==> config.mk <==
export PLATFORM = sky130hd
export DESIGN_NAME = i2c_reg_sequencer
export DESIGN_NICKNAME = d
export VERILOG_FILES = /design/src/rtl/i2c_seq_pkg.sv /design/src/rtl/i2c_seq_edge.sv /design/src/rtl/i2c_reg_sequencer.sv
export SDC_FILE = /design/constraint.sdc
export NUM_CORES = 1
export LEC_CHECK = 0
export ABC_AREA = 0
export BUFFER_PORTS_ARGS = -buffer_cell sky130_fd_sc_hd__buf_2
export CAP_MARGIN = 30
export CORE_MARGIN = 3
export CORE_UTILIZATION = 48
export CTS_CLUSTER_SIZE = 24
export DETAILED_ROUTE_END_ITERATION = 6
export GPL_TIMING_DRIVEN = 0
export PLACE_DENSITY_LB_ADDON = 0.3
export SYNTH_ARGS = -nofsm -noshare
export SYNTH_HDL_FRONTEND = slang
export SYNTH_SLANG_ARGS = --single-unit
export TNS_END_PERCENT = 10
==> constraint.sdc <==
create_clock -name clk -period 1.9 [get_ports clk]
set_input_delay 0.38 -clock clk [delete_from_list [all_inputs] [get_ports clk]]
set_output_delay 0.38 -clock clk [all_outputs]
set_load 0.01 [all_outputs]
==> src/rtl/i2c_seq_pkg.sv <==
// Shared types and constants for the I2C register-access sequencer.
package i2c_seq_pkg;

  typedef enum logic [2:0] {
    S_IDLE,
    S_ADDR_W,
    S_REG,
    S_DATA_W,
    S_ADDR_R,
    S_DATA_R,
    S_WAIT_IDLE,
    S_RESP
  } seq_state_e;

  localparam logic RW_WRITE = 1'b0;
  localparam logic RW_READ  = 1'b1;

endpackage

==> src/rtl/i2c_seq_edge.sv <==
// Rising-edge detector for the master's level status lines (sended/received).
module i2c_seq_edge (
  input  logic clk,
  input  logic reset,
  input  logic sig_i,
  output logic rise_o
);

  logic sig_q;

  always_ff @(posedge clk or negedge reset) begin
    if (!reset) sig_q <= 1'b0;
    else        sig_q <= sig_i;
  end

  assign rise_o = sig_i & ~sig_q;

endmodule

==> src/rtl/i2c_reg_sequencer.sv <==
// Walks the byte-level I2C master through one single-byte register write or
// read (START, addr, reg, [rSTART, addr], data, STOP) and reports data/NACK.
module i2c_reg_sequencer
  import i2c_seq_pkg::*;
#(
  parameter int DEV_W = 7,
  parameter int REG_W = 8
) (
  input  logic             clk,
  input  logic             reset,
  input  logic             cmd_valid,
  output logic             cmd_ready,
  input  logic             cmd_rw,
  input  logic [DEV_W-1:0] cmd_dev,
  input  logic [REG_W-1:0] cmd_reg,
  input  logic [7:0]       cmd_wdata,
  output logic             rsp_valid,
  input  logic             rsp_ready,
  output logic [7:0]       rsp_rdata,
  output logic             rsp_nack,
  output logic             m_start,
  input  logic             m_ready,
  output logic             m_send,
  output logic [7:0]       m_datasend,
  input  logic             m_sended,
  output logic             m_receive,
  input  logic [7:0]       m_datareceive,
  input  logic             m_received
);

  seq_state_e       state_q, state_d;
  logic             busy_q, busy_d;
  logic             rw_q, rw_d;
  logic [DEV_W-1:0] dev_q, dev_d;
  logic [REG_W-1:0] reg_q, reg_d;
  logic [7:0]       wdata_q, wdata_d;
  logic             cmd_ready_q, cmd_ready_d;
  logic             rsp_valid_q, rsp_valid_d;
  logic [7:0]       rsp_rdata_q, rsp_rdata_d;
  logic             rsp_nack_q, rsp_nack_d;
  logic             m_start_q, m_start_d;
  logic             m_send_q, m_send_d;
  logic             m_receive_q, m_receive_d;
  logic [7:0]       m_datasend_q, m_datasend_d;
  logic             sended_rise, received_rise;
  logic             abort;

  i2c_seq_edge u_sended_edge (
    .clk    (clk),
    .reset  (reset),
    .sig_i  (m_sended),
    .rise_o (sended_rise)
  );

  i2c_seq_edge u_received_edge (
    .clk    (clk),
    .reset  (reset),
    .sig_i  (m_received),
    .rise_o (received_rise)
  );

  // The master going idle mid-transfer (after it was seen busy) means a slave NACK.
  assign abort = busy_q & m_ready;

  always_comb begin
    state_d      = state_q;
    busy_d       = busy_q;
    rw_d         = rw_q;
    dev_d        = dev_q;
    reg_d        = reg_q;
    wdata_d      = wdata_q;
    cmd_ready_d  = 1'b0;
    rsp_valid_d  = rsp_valid_q;
    rsp_rdata_d  = rsp_rdata_q;
    rsp_nack_d   = rsp_nack_q;
    m_start_d    = 1'b0;
    m_send_d     = m_send_q;
    m_receive_d  = m_receive_q;
    m_datasend_d = m_datasend_q;

    if (state_q != S_IDLE && !m_ready) busy_d = 1'b1;

    case (state_q)
      S_IDLE: begin
        busy_d = 1'b0;
        if (cmd_valid && cmd_ready_q) begin
          rw_d         = cmd_rw;
          dev_d        = cmd_dev;
          reg_d        = cmd_reg;
          wdata_d      = cmd_wdata;
          m_datasend_d = {cmd_dev, 1'b0};
          m_start_d    = 1'b1;
          m_send_d     = 1'b1;
          rsp_rdata_d  = 8'h00;
          rsp_nack_d   = 1'b0;
          state_d      = S_ADDR_W;
        end else begin
          cmd_ready_d = m_ready;
        end
      end
      S_ADDR_W: begin
        if (sended_rise) begin
          m_datasend_d = reg_q;
          state_d      = S_REG;
        end
      end
      S_REG: begin
        if (sended_rise) begin
          if (rw_q == RW_WRITE) begin
            m_datasend_d = wdata_q;
            state_d      = S_DATA_W;
          end else begin
            m_send_d     = 1'b0;
            m_receive_d  = 1'b1;
            m_datasend_d = {dev_q, 1'b1};
            m_start_d    = 1'b1;
            state_d      = S_ADDR_R;
          end
        end
      end
      S_DATA_W: begin
        if (sended_rise) begin
          m_send_d = 1'b0;
          state_d  = S_WAIT_IDLE;
        end
      end
      S_ADDR_R: begin
        if (sended_rise) begin
          m_receive_d = 1'b0;
          state_d     = S_DATA_R;
        end
      end
      S_DATA_R: begin
        if (received_rise) begin
          rsp_rdata_d = m_datareceive;
          state_d     = S_WAIT_IDLE;
        end
      end
      S_WAIT_IDLE: begin
        if (m_ready) begin
          rsp_valid_d = 1'b1;
          state_d     = S_RESP;
        end
      end
      S_RESP: begin
        if (rsp_ready) begin
          rsp_valid_d = 1'b0;
          rsp_nack_d  = 1'b0;
          state_d     = S_IDLE;
        end
      end
      default: state_d = S_IDLE;
    endcase

    // A byte edge takes priority; only once none arrived does an idle master count as NACK.
    if (abort && state_d == state_q &&
        (state_q == S_ADDR_W || state_q == S_REG || state_q == S_DATA_W ||
         state_q == S_ADDR_R || state_q == S_DATA_R)) begin
      m_send_d    = 1'b0;
      m_receive_d = 1'b0;
      rsp_nack_d  = 1'b1;
      rsp_rdata_d = 8'h00;
      rsp_valid_d = 1'b1;
      state_d     = S_RESP;
    end
  end

  always_ff @(posedge clk or negedge reset) begin
    if (!reset) begin
      state_q      <= S_IDLE;
      busy_q       <= 1'b0;
      rw_q         <= RW_WRITE;
      dev_q        <= '0;
      reg_q        <= '0;
      wdata_q      <= '0;
      cmd_ready_q  <= 1'b0;
      rsp_valid_q  <= 1'b0;
      rsp_rdata_q  <= '0;
      rsp_nack_q   <= 1'b0;
      m_start_q    <= 1'b0;
      m_send_q     <= 1'b0;
      m_receive_q  <= 1'b0;
      m_datasend_q <= '0;
    end else begin
      state_q      <= state_d;
      busy_q       <= busy_d;
      rw_q         <= rw_d;
      dev_q        <= dev_d;
      reg_q        <= reg_d;
      wdata_q      <= wdata_d;
      cmd_ready_q  <= cmd_ready_d;
      rsp_valid_q  <= rsp_valid_d;
      rsp_rdata_q  <= rsp_rdata_d;
      rsp_nack_q   <= rsp_nack_d;
      m_start_q    <= m_start_d;
      m_send_q     <= m_send_d;
      m_receive_q  <= m_receive_d;
      m_datasend_q <= m_datasend_d;
    end
  end

  assign cmd_ready  = cmd_ready_q;
  assign rsp_valid  = rsp_valid_q;
  assign rsp_rdata  = rsp_rdata_q;
  assign rsp_nack   = rsp_nack_q;
  assign m_start    = m_start_q;
  assign m_send     = m_send_q;
  assign m_receive  = m_receive_q;
  assign m_datasend = m_datasend_q;

endmodule
==> results of run 1 <==
-- Yosys cell counts, types with 2 or more instances --
cell type  number
clkbuf_1        5
dfrtp_1        52
a221o_1         7
nand2_1        78
buf_6           2
nand3_1         4
a21oi_1        15
o21ai_0         7
nor3_1          4
mux2i_1         7
and3_1          2
inv_1           4
nor2_1         13
a22oi_1        11
nand3b_1        2
and2_1          2
nor2b_1         2
o22ai_1         3
mux2_2          8
buf_2           5
-- kinds of logic (layout without fill, tap and decap cells) --
group	after synthesis	after routing	share of synthesized area (%)
simple gates	118	118	21.6
buf+inv	17	90	3.44
mux	15	15	6.48
compound gates	53	53	15.8
flops	52	52	52.7
-- critical path, delay by kind of cell (launching register included) --
kind / cells / cell delay [ns]
and+or+nand+nor: 1 / 0.62
buffers and inverters: 2 / 0.48
muxes: 1 / 0.14
DFF: 1 / 0.40
AOI/OAI and AO/OA: 1 / 0.16
-- registers in the layout, indices dropped and copies added (netlist names) --
name / cells
m_datasend: 8
reg_q: 8
rsp_rdata: 8
wdata_q: 8
dev_q: 7
state_q: 3
busy_q: 1
cmd_ready: 1
m_receive: 1
m_send: 1
m_start: 1
rsp_nack: 1
rsp_valid: 1
rw_q: 1
u_received_edge.sig_q: 1
u_sended_edge.sig_q: 1
-- metrics by stage --
step | area [um2] | power (mW) | utilization (%) | hold WS (ns)
5_1_grt | 3090 | 4.23 | 63.7 | 0.0425
4_1_cts | 3050 | 3.91 | 62.8 | 0.0281
2_1_floorplan | 2470 | 2.55 | - | 0.0844
3_5_place_dp | 2880 | 3.05 | 59.5 | 0.368
3_3_place_gp | 2860 | 3.00 | 58.9 | 0.459
6_report | 3090 | 3.97 | 63.7 | 0.0179
-- path summary, 6_finish.rpt --
| check | startpoint | to | slack (ns) |
|---|---|---|---|
| worst max-delay path | state_q[1] | m_datasend[5] | 0.05 |
| min in group clk | m_received | u_received_edge.sig_q | 0.20 |
| max in group asynchronous | reset | state_q[2] | 1.35 |
| worst min-delay path | reset | u_received_edge.sig_q | 0.02 |
| worst max register to register | state_q[1] | m_datasend[5] | 0.05 |
| worst min register to register | wdata_q[4] | wdata_q[4] | 0.48 |
-- where the power goes --
group          switching [mW]  internal, mW
Sequential              0.179          1.39
Combinational           0.908         0.704
Clock                   0.384         0.399
Total                    1.47          2.49
-- cell usage in the layout (no fill, tap or decap), types with 2 or more instances in the layout --
cell type,count
a21oi_1,15
a221o_1,7
a22oi_1,10
and2_1,2
and3_1,2
buf_2,68
buf_4,4
buf_6,2
clkbuf_2,2
clkbuf_8,5
dfrtp_1,51
inv_1,4
mux2_2,7
mux2i_1,7
nand2_1,77
nand3_1,4
nand3b_1,2
nor2_1,13
nor2b_1,2
nor3_1,2
o21ai_0,7
o22ai_1,3
-- layer usage --
metal	vias up	track usage (%)	routed length [um]
li1	1041	-	-
met3	6	4.87	442
met2	94	35.4	2980
met1	1019	26.9	2600
met4	0	6.23	66
met5	-	0	0
-- cell type report --
type | count | area [um2]
clock inverters | 3 | 46.3
well taps | 67 | 83.8
clock buffers | 5 | 68.8
flip-flops and latches | 52 | 1300
multi-input cells | 186 | 1140
repair buffers | 67 | 367
plain buffers | 11 | 60.1
fillers | 429 | 1760
inverters | 4 | 15.0
-- repair_timing --
| item | in CTS | in global routing |
|---|---|---|
| pin swaps | 1 | 5 |
| setup endpoints to repair | 39 | 37 |
| gates cloned | 0 | 1 |
| hold buffers | 0 | 0 |
| resized for setup | 8 | 15 |
| setup buffers | 2 | 2 |
==> out/qor.yml, run 1 <==
status:
  status: "complete, no violations"
route:
  vias: 2160
  dr.pass1.iters: 4
  drc: 0
  wl_per_cell_um: 15.4
  ant_nets: 0
  drtIter0Drc: 151
  routed_wl_mm: 6.09
  post_drt_via_cell_ratio: 5.47
timing:
  fin_skew_ns: 0.00755
  fmax_mhz: 541
  hold_viol: 0
  setup_ws_ns: 0.0504
  worstMarginPinSlew_ns: 0.698
  slew_viol_final: 0
  setup_violations: 0
  finalCritPeriodShare_pct: 97.3
  rsz0062_at_grt: "yes"
  layout_min_cycle_time_ns: 1.85
  finalSetupTns_ns: 0
  slew_headroom_pct: 53.3
synthesis:
  ys_ff_latch: 52
  yosysWarnings: 0
  netlist_area_mm2: 0.00247
  synth_area_leaders: "dfrtp_1 53%, nand2_1 12%, mux2_2 3.6%, a22oi_1 3.3%, a21oi_1 3.0%"
  synthArstFlopShare_pct: 100
  ys.flop_type: "dfrtp_1"
  syn_inst: 255
  syn_nets: 294
  synth_top_area_cell: "dfrtp_1"
  synth.top_cell.area_share_pct: 52.7
  synth_enable_flop_cells: 0
  synth.distinct_cells: 42
  ys_seq_area_share_pct: 52.7
  avgSynthCellArea_um2: 9.69
global_route:
  grt_max_degree: 33
  grt_overflow: 0
  grt_pass1_vias: 2115
  track_usage_pct: 21.0
  antenna_found_initial: 0
  grt_pass1_wl_mm: 10.0
setup_path:
  end_kind: "register"
  slowest_delay_ns: 0.62
  slowest_stage: "nor3b_1"
  worst-path-max-fanout: 10
  cp-start-kind: "register"
  reg2reg_depth: 5
  crit_path_cell_trace: "buf_2, nor3b_1, buf_4, a221o_1, mux2_2"
  crit_type: "register to register"
  worstPathRequired_ns: 2.16
  arrival_ns: 2.11
clocking:
  tritoncts: "built"
  clockRootBuffer: "clkbuf_8"
  clk_path_buf_depth: 2
  clk_latency_ns: 0.31
  cts.clk_slew.worst_paths_ns: 0.10
  cts_sinks: 52
  cts-buffers-inserted: 5
  cts_max_level: 2
placement:
  dp.cells: 384
  port_buffers: 60
  gp_congestion: 0.873
  dp_hpwl_mm: 4.26
  pre_cts_ws_ns: -0.207
pwr:
  peakVddDrop_mv: 0.635
  p_per_area_mw_per_mm2: 1280
  p_leak_nw: 1.57
floorplan:
  ios: 61
  rows: 25
  dieWidth_um: 77.8
  dieHeight_um: 77.8
  coreArea_mm2: 0.00485
  initial_utilization_pct: 51.0
  fp.dieArea_mm2: 0.00605
final_layout:
  antenna_cells: 0
  fin_cells: 395
  layout.nets: 366
  drive_gt1_share_pct: 32.6
  syn_to_final_growth_pct: 24.9
worst_hold_path:
  hp-class: "primary input to async pin"
flow_run:
  drv_cap: 0
Note: power is estimated with default switching activity, not from simulation.
==> run 2, diff against run 1 <==
--- a/config.mk
+++ b/config.mk
@@ -13,7 +13,7 @@
 export CTS_CLUSTER_SIZE = 24
 export DETAILED_ROUTE_END_ITERATION = 6
 export GPL_TIMING_DRIVEN = 0
-export PLACE_DENSITY_LB_ADDON = 0.3
+export PLACE_DENSITY = 0.76
 export SYNTH_ARGS = -nofsm -noshare
 export SYNTH_HDL_FRONTEND = slang
 export SYNTH_SLANG_ARGS = --single-unit
==> run 2 against run 1 <==
Against the previous run:
- critical path depth up 1
- sequential share of layout area is 0.22 points higher
- die area is the same
- clock power rose by 4.1%
- largest power group is now registers
==> out/qor.yml, run 2 (synthesis gave the netlist of run 1 again) <==
status:
  status: "complete, no violations"
setup_path:
  cp-start-kind: "register"
  crit_top_cell: "buf_6"
  cp_top_family: "compound AO/OA/AOI/OAI gates"
  crit_path_cell_trace: "buf_6, or3b_1, buf_6, a21boi_4, a221o_1, mux2_2"
  crit_type: "register to register"
  slowest_stage: "or3b_1"
  path_buf_inv: 2  # unchanged
  worst-path-max-fanout: 10  # unchanged
  end_kind: "register"
  slowest_delay_ns: 0.39  # -0.23 ns
  worstPathRequired_ns: 2.09  # -0.07 ns
  arrival_ns: 2.06  # -0.05 ns
route:
  post_drt_via_cell_ratio: 5.38  # -1.5%
  drtIter0Drc: 125  # -17%
  drc: 0  # unchanged
  ant_nets: 0  # unchanged
  wl_per_cell_um: 14.8  # -3.9%
  vias: 2116  # -2.0%
  dr.pass1.iters: 4  # unchanged
  routed_wl_mm: 5.82  # -4.4%
final_layout:
  fin_util_pct: 63.3  # -0.34 points
  final_cell_mix: "77 x nand2_1, 65 x buf_2, 51 x dfrtp_1"
  drive_gt1_share_pct: 31.0  # -1.6 points
  design_area_mm2: 0.00307  # -0.53%
  antenna_cells: 0  # unchanged
  mostFrequentLayoutCell: "nand2_1"
  layout.nets: 364  # -0.55%
  syn_to_final_growth_pct: 24.3
clocking:
  clk_latency_ns: 0.30  # about the same
  clockRootBuffer: "clkbuf_8"
  cts.clk_slew.worst_paths_ns: 0.09  # about the same
  ctsHoldBuffers: 0  # unchanged
  cts_max_level: 2  # unchanged
  cts-buffers-inserted: 5  # unchanged
  clk_path_buf_depth: 2  # unchanged
  tritoncts: "built"
  cts_sinks: 52  # unchanged
timing:
  worstMarginPinSlew_ns: 0.732  # +0.0332 ns
  hold_viol: 0  # unchanged
  slew_viol_final: 0  # unchanged
  holdWs_ns: 0.0261  # +0.00823 ns
  fin_skew_ns: 0.00934  # +0.00179 ns
  slew_headroom_pct: 51.1  # -2.2 points
  finalCritPeriodShare_pct: 98.5  # +1.1 points
  setup_violations: 0  # unchanged
  fmax_mhz: 534  # -1.2%
  setup_ws_ns: 0.0287  # -0.0217 ns
  rsz0062_at_grt: "yes"
  layout_min_cycle_time_ns: 1.87  # +0.0217 ns
floorplan:
  initial_utilization_pct: 51.0  # unchanged
  fp.dieArea_mm2: 0.00605  # unchanged
  coreArea_mm2: 0.00485  # unchanged
  ios: 61  # unchanged
  dieWidth_um: 77.8  # unchanged
  dieHeight_um: 77.8  # unchanged
  rows: 25  # unchanged
pwr:
  peakVddDrop_mv: 0.509  # -20%
  p_leak_nw: 1.56  # -0.92%
  p_per_area_mw_per_mm2: 1280  # -0.38%
placement:
  placed_area_mm2: 0.00288  # unchanged
  port_buffers: 60  # unchanged
  dp_hpwl_mm: 4.16  # -2.5%
  gp_congestion: 0.925  # +5.9%
  pre_cts_ws_ns: -0.229  # -0.0215 ns
global_route:
  grt-busiest-layer: "met2"
  grt_max_degree: 33  # unchanged
  grtUsageMet2_pct: 33.8  # -1.6 points
  grt_pass1_vias: 2155  # +1.9%
  grtUsageMet1_pct: 26.4  # -0.56 points
  grt_overflow: 0  # unchanged
  use_met3_pct: 4.06  # -0.81 points
  track_usage_pct: 20.2  # -0.85 points
  grt_pass1_wl_mm: 9.88  # -1.5%
  antenna_found_initial: 0  # unchanged
worst_hold_path:
  hp-class: "primary input to async pin"
flow_run:
  drv_cap: 0  # unchanged
[run 2: changes by cell type in the layout (fill, tap and decap cells not counted), sizes merged]
cell,change
buf,-4
inv,-1
clkinv,-1
clkbuf,+4
[run 2: metrics by stage]
step	TNS (ns)	cells	power, mW
2_1_floorplan	0	255	2.55
3_3_place_gp	-3.56	382	3.00
3_5_place_dp	-3.96	384	3.04
4_1_cts	0	393	3.91
5_1_grt	-0.409	393	4.20
6_report	0	393	3.93
[run 2: what timing repair did]
item,4_1_cts,5_1_grt
buffers inserted,2,0
pin swaps,1,2
setup endpoints to repair,39,29
resized for setup,8,7
[run 2: power by group]
part | internal, mW | switching [mW] | leakage, nW
registers | 1.39 | 0.168 | 0.684
logic | 0.673 | 0.883 | 0.810
clock network | 0.465 | 0.351 | 0.0645
[run 2: routing by layer]
layer  vias to the layer above  part of all wire (%)
met2                        72                    49
met3                         6                   5.8
li1                       1034                     -
met5                         -                     0
met1                      1004                    44
met4                         0                  0.69
[run 2: worst paths after layout]
| check | from | endpoint | slack, ns | cells past startpoint |
|---|---|---|---|---|
| setup / recovery | state_q[0] | m_datasend[4] | 0.03 | 6 |
| hold / removal | reset | m_datasend[7] | 0.03 | 1 |
| setup reg to reg | state_q[0] | m_datasend[4] | 0.03 | 6 |
| hold reg to reg | reg_q[2] | reg_q[2] | 0.48 | 2 |
| max in group asynchronous | reset | dev_q[0] | 1.35 | 2 |
| min in group clk | m_received | u_received_edge.sig_q | 0.21 | 1 |
[run 2: cell type report]
class                   instances  area [um2]
multi-input cells             186        1120
fillers                       431        1780
repair buffers                 64         347
plain buffers                  12        72.6
clock inverters                 1        30.0
well taps                      67        83.8
inverters                       4        15.0
flip-flops and latches         52        1300
clock buffers                   7        96.3
[run 2: worst register-to-register path, delay by kind of cell, from the launching register on]
family          cells  cell delay (ns)
flops               1             0.38
mux                 1             0.27
buf+inv             2             0.26
compound gates      2             0.47
simple gates        1             0.39
==> run 3, diff against run 2 <==
--- a/config.mk
+++ b/config.mk
@@ -13,6 +13,7 @@
 export CTS_CLUSTER_SIZE = 24
 export DETAILED_ROUTE_END_ITERATION = 6
 export GPL_TIMING_DRIVEN = 0
+export MAX_ROUTING_LAYER = met4
 export PLACE_DENSITY = 0.76
 export SYNTH_ARGS = -nofsm -noshare
 export SYNTH_HDL_FRONTEND = slang
==> constraint.sdc (replaced) <==
create_clock -name clk -period 1.9 [get_ports clk]
set_input_delay 0.095 -clock clk [delete_from_list [all_inputs] [get_ports clk]]
set_output_delay 0.095 -clock clk [all_outputs]
set_load 0.01 [all_outputs]
==> run 3 against run 2 <==
Against the previous run:
- first-iteration DRC count up 16%
- combinational power up 4%
- die area unchanged
- clock-buffer cell count down 2
- critical path depth unchanged
- largest cell class unchanged
==> out/qor.yml, run 3 (synthesis gave the netlist of run 1 again) <==
status:
  status: "complete, no violations"
timing:
  fmax_mhz: 536  # +0.30%
  layout_min_cycle_time_ns: 1.87  # -0.00552 ns
  setup_ws_ns: 0.0342  # +0.00552 ns
  hold_viol: 0  # unchanged
  holdWs_ns: 0.0712  # +0.0451 ns
  slew_viol_final: 0  # unchanged
  rsz0062_at_grt: "yes"
  worstMarginPinSlew_ns: 0.653  # -0.0782 ns
  slew_headroom_pct: 56.4  # +5.3 points
  finalSetupTns_ns: 0  # unchanged
  fin_skew_ns: 0.0145  # +0.00511 ns
  setup_violations: 0  # unchanged
  finalCritPeriodShare_pct: 98.2  # -0.29 points
pwr:
  pwr-share-seq_pct: 40.6  # +1.0 points
  p_leak_nw: 1.67  # +7.1%
  p_sw_share_pct: 38.2  # +2.5 points
  p_int_mw: 2.38  # -5.8%
  peakVddDrop_mv: 0.670  # +32%
  p_switching_mw: 1.47  # +4.9%
  comb_power_share_pct: 42.4  # +2.8 points
  clockPowerShare_pct: 16.9  # -3.9 points
  p_per_area_mw_per_mm2: 1160  # -9.6%
  total_power_mw: 3.85  # -2.0%
clocking:
  clockRootBuffer: "clkbuf_8"
  cts.clk_slew.worst_paths_ns: 0.09  # about the same
  tritoncts: "built"
  clk_latency_ns: 0.32  # +0.02 ns
  clk_path_buf_depth: 2  # unchanged
  cts_sinks: 52  # unchanged
  cts_max_level: 2  # unchanged
  cts-buffers-inserted: 5  # unchanged
floorplan:
  fp.dieArea_mm2: 0.00605  # unchanged
  coreArea_mm2: 0.00485  # unchanged
  dieWidth_um: 77.8  # unchanged
  rows: 25  # unchanged
  dieHeight_um: 77.8  # unchanged
  ios: 61  # unchanged
  initial_utilization_pct: 51.0  # unchanged
placement:
  dp_hpwl_mm: 4.15  # about the same
  pre_cts_ws_ns: -0.137  # +0.0917 ns
  placed_area_mm2: 0.00288  # unchanged
  dp.cells: 384  # unchanged
  gp_congestion: 0.944  # +2.1%
  port_buffers: 60  # unchanged
global_route:
  grt_pass1_wl_mm: 10.8  # +9.0%
  grt_overflow: 0  # unchanged
  track_usage_pct: 23.1  # +2.9 points
  grt_max_degree: 33  # unchanged
  antenna_found_initial: 0  # unchanged
  grt_pass1_vias: 2228  # +3.4%
route:
  routed_wl_mm: 6.41  # +10%
  dr.pass1.iters: 5  # +1
  drc: 0  # unchanged
  post_drt_via_cell_ratio: 5.32  # -1.2%
  vias: 2245  # +6.1%
  ant_nets: 0  # unchanged
  drtIter0Drc: 145  # +16%
  wl_per_cell_um: 15.2  # +2.5%
final_layout:
  mostFrequentLayoutCell: "nand2_1"
  fin_cells: 422  # +7.4%
  antenna_cells: 0  # unchanged
  fin_util_pct: 68.7  # +5.4 points
  drive_gt1_share_pct: 29.3  # -1.7 points
  design_area_mm2: 0.00333  # +8.5%
  layout.nets: 393  # +8.0%
  final_cell_mix: "77 x nand2_1, 65 x buf_2, 51 x dfrtp_1"
  syn_to_final_growth_pct: 34.8
setup_path:
  arrival_ns: 2.07  # about the same
  worstPathRequired_ns: 2.10  # about the same
  end_kind: "register"
  worst-path-max-fanout: 10  # unchanged
  crit_type: "register to register"
  cp-start-kind: "register"
flow_run:
  drv_cap: 0  # unchanged
worst_hold_path:
  hp-class: "primary input to register"
run 3: changes by cell type in the layout (fill, tap and decap cells not counted), sizes merged:
| cell | before | now |
|---|---|---|
| dlygate4sd3 | 0 | 28 |
| clkinv | 0 | 1 |
| bufinv | 1 | 0 |
| clkinvlp | 0 | 1 |
| buf | 71 | 72 |
| clkbuf | 12 | 10 |
| inv | 4 | 5 |
run 3: routing by layer:
metal  GRT usage (%)  part of all wire, %  vias up
li1                -                    -     1088
met1            29.5                   44     1069
met2            37.7                   50       81
met3            4.99                  5.3        7
met4            5.52                  1.1        0
met5               -                    0        -
run 3: worst max-delay path, stage by stage, from the launching register on:
cell	delay [ns]
dfrtp_1	0.38
buf_6	0.14
or3b_1	0.39
buf_6	0.13
a21boi_4	0.16
a221o_1	0.31
mux2_2	0.25
run 3: repair_timing:
| action | CTS | global route |
|---|---|---|
| gates resized for setup | 8 | 10 |
| hold buffers | 28 | 0 |
| pin swaps | 1 | 3 |
| endpoints found under the setup margin | 39 | 39 |
| buffers inserted | 3 | 0 |
| hold endpoints to repair | 47 | 0 |
run 3: final cells by class:
type	instances	area (um2)
Clock inverter	3	21.3
Tap cell	67	83.8
Sequential cell	52	1300
Multi-Input combinational cell	186	1140
Clock buffer	5	68.8
Buffer	12	72.6
Inverter	4	15.0
Fill cell	395	1520
Timing Repair Buffer	93	631
run 3: worst paths after layout:
kind	startpoint	to	slack, ns	cells after the start
worst max-delay path	state_q[0]	m_datasend[7]	0.03	6
worst min-delay path	m_datareceive[3]	rsp_rdata[3]	0.07	3
worst min register to register	reg_q[5]	reg_q[5]	0.49	2
min in group asynchronous	reset	reg_q[0]	0.26	2
max in group asynchronous	reset	dev_q[1]	1.11	3
worst max register to register	state_q[0]	m_datasend[7]	0.03	6
run 3: power groups by stage:
stage               Combinational [mW]  Sequential, mW  Clock [mW]
floorplan                        0.935            1.62           0
global placement                  1.46            1.55           0
detailed placement                1.49            1.55           0
CTS                               1.59            1.56       0.667
global route                      1.79            1.60       0.710
finish                            1.63            1.57       0.653
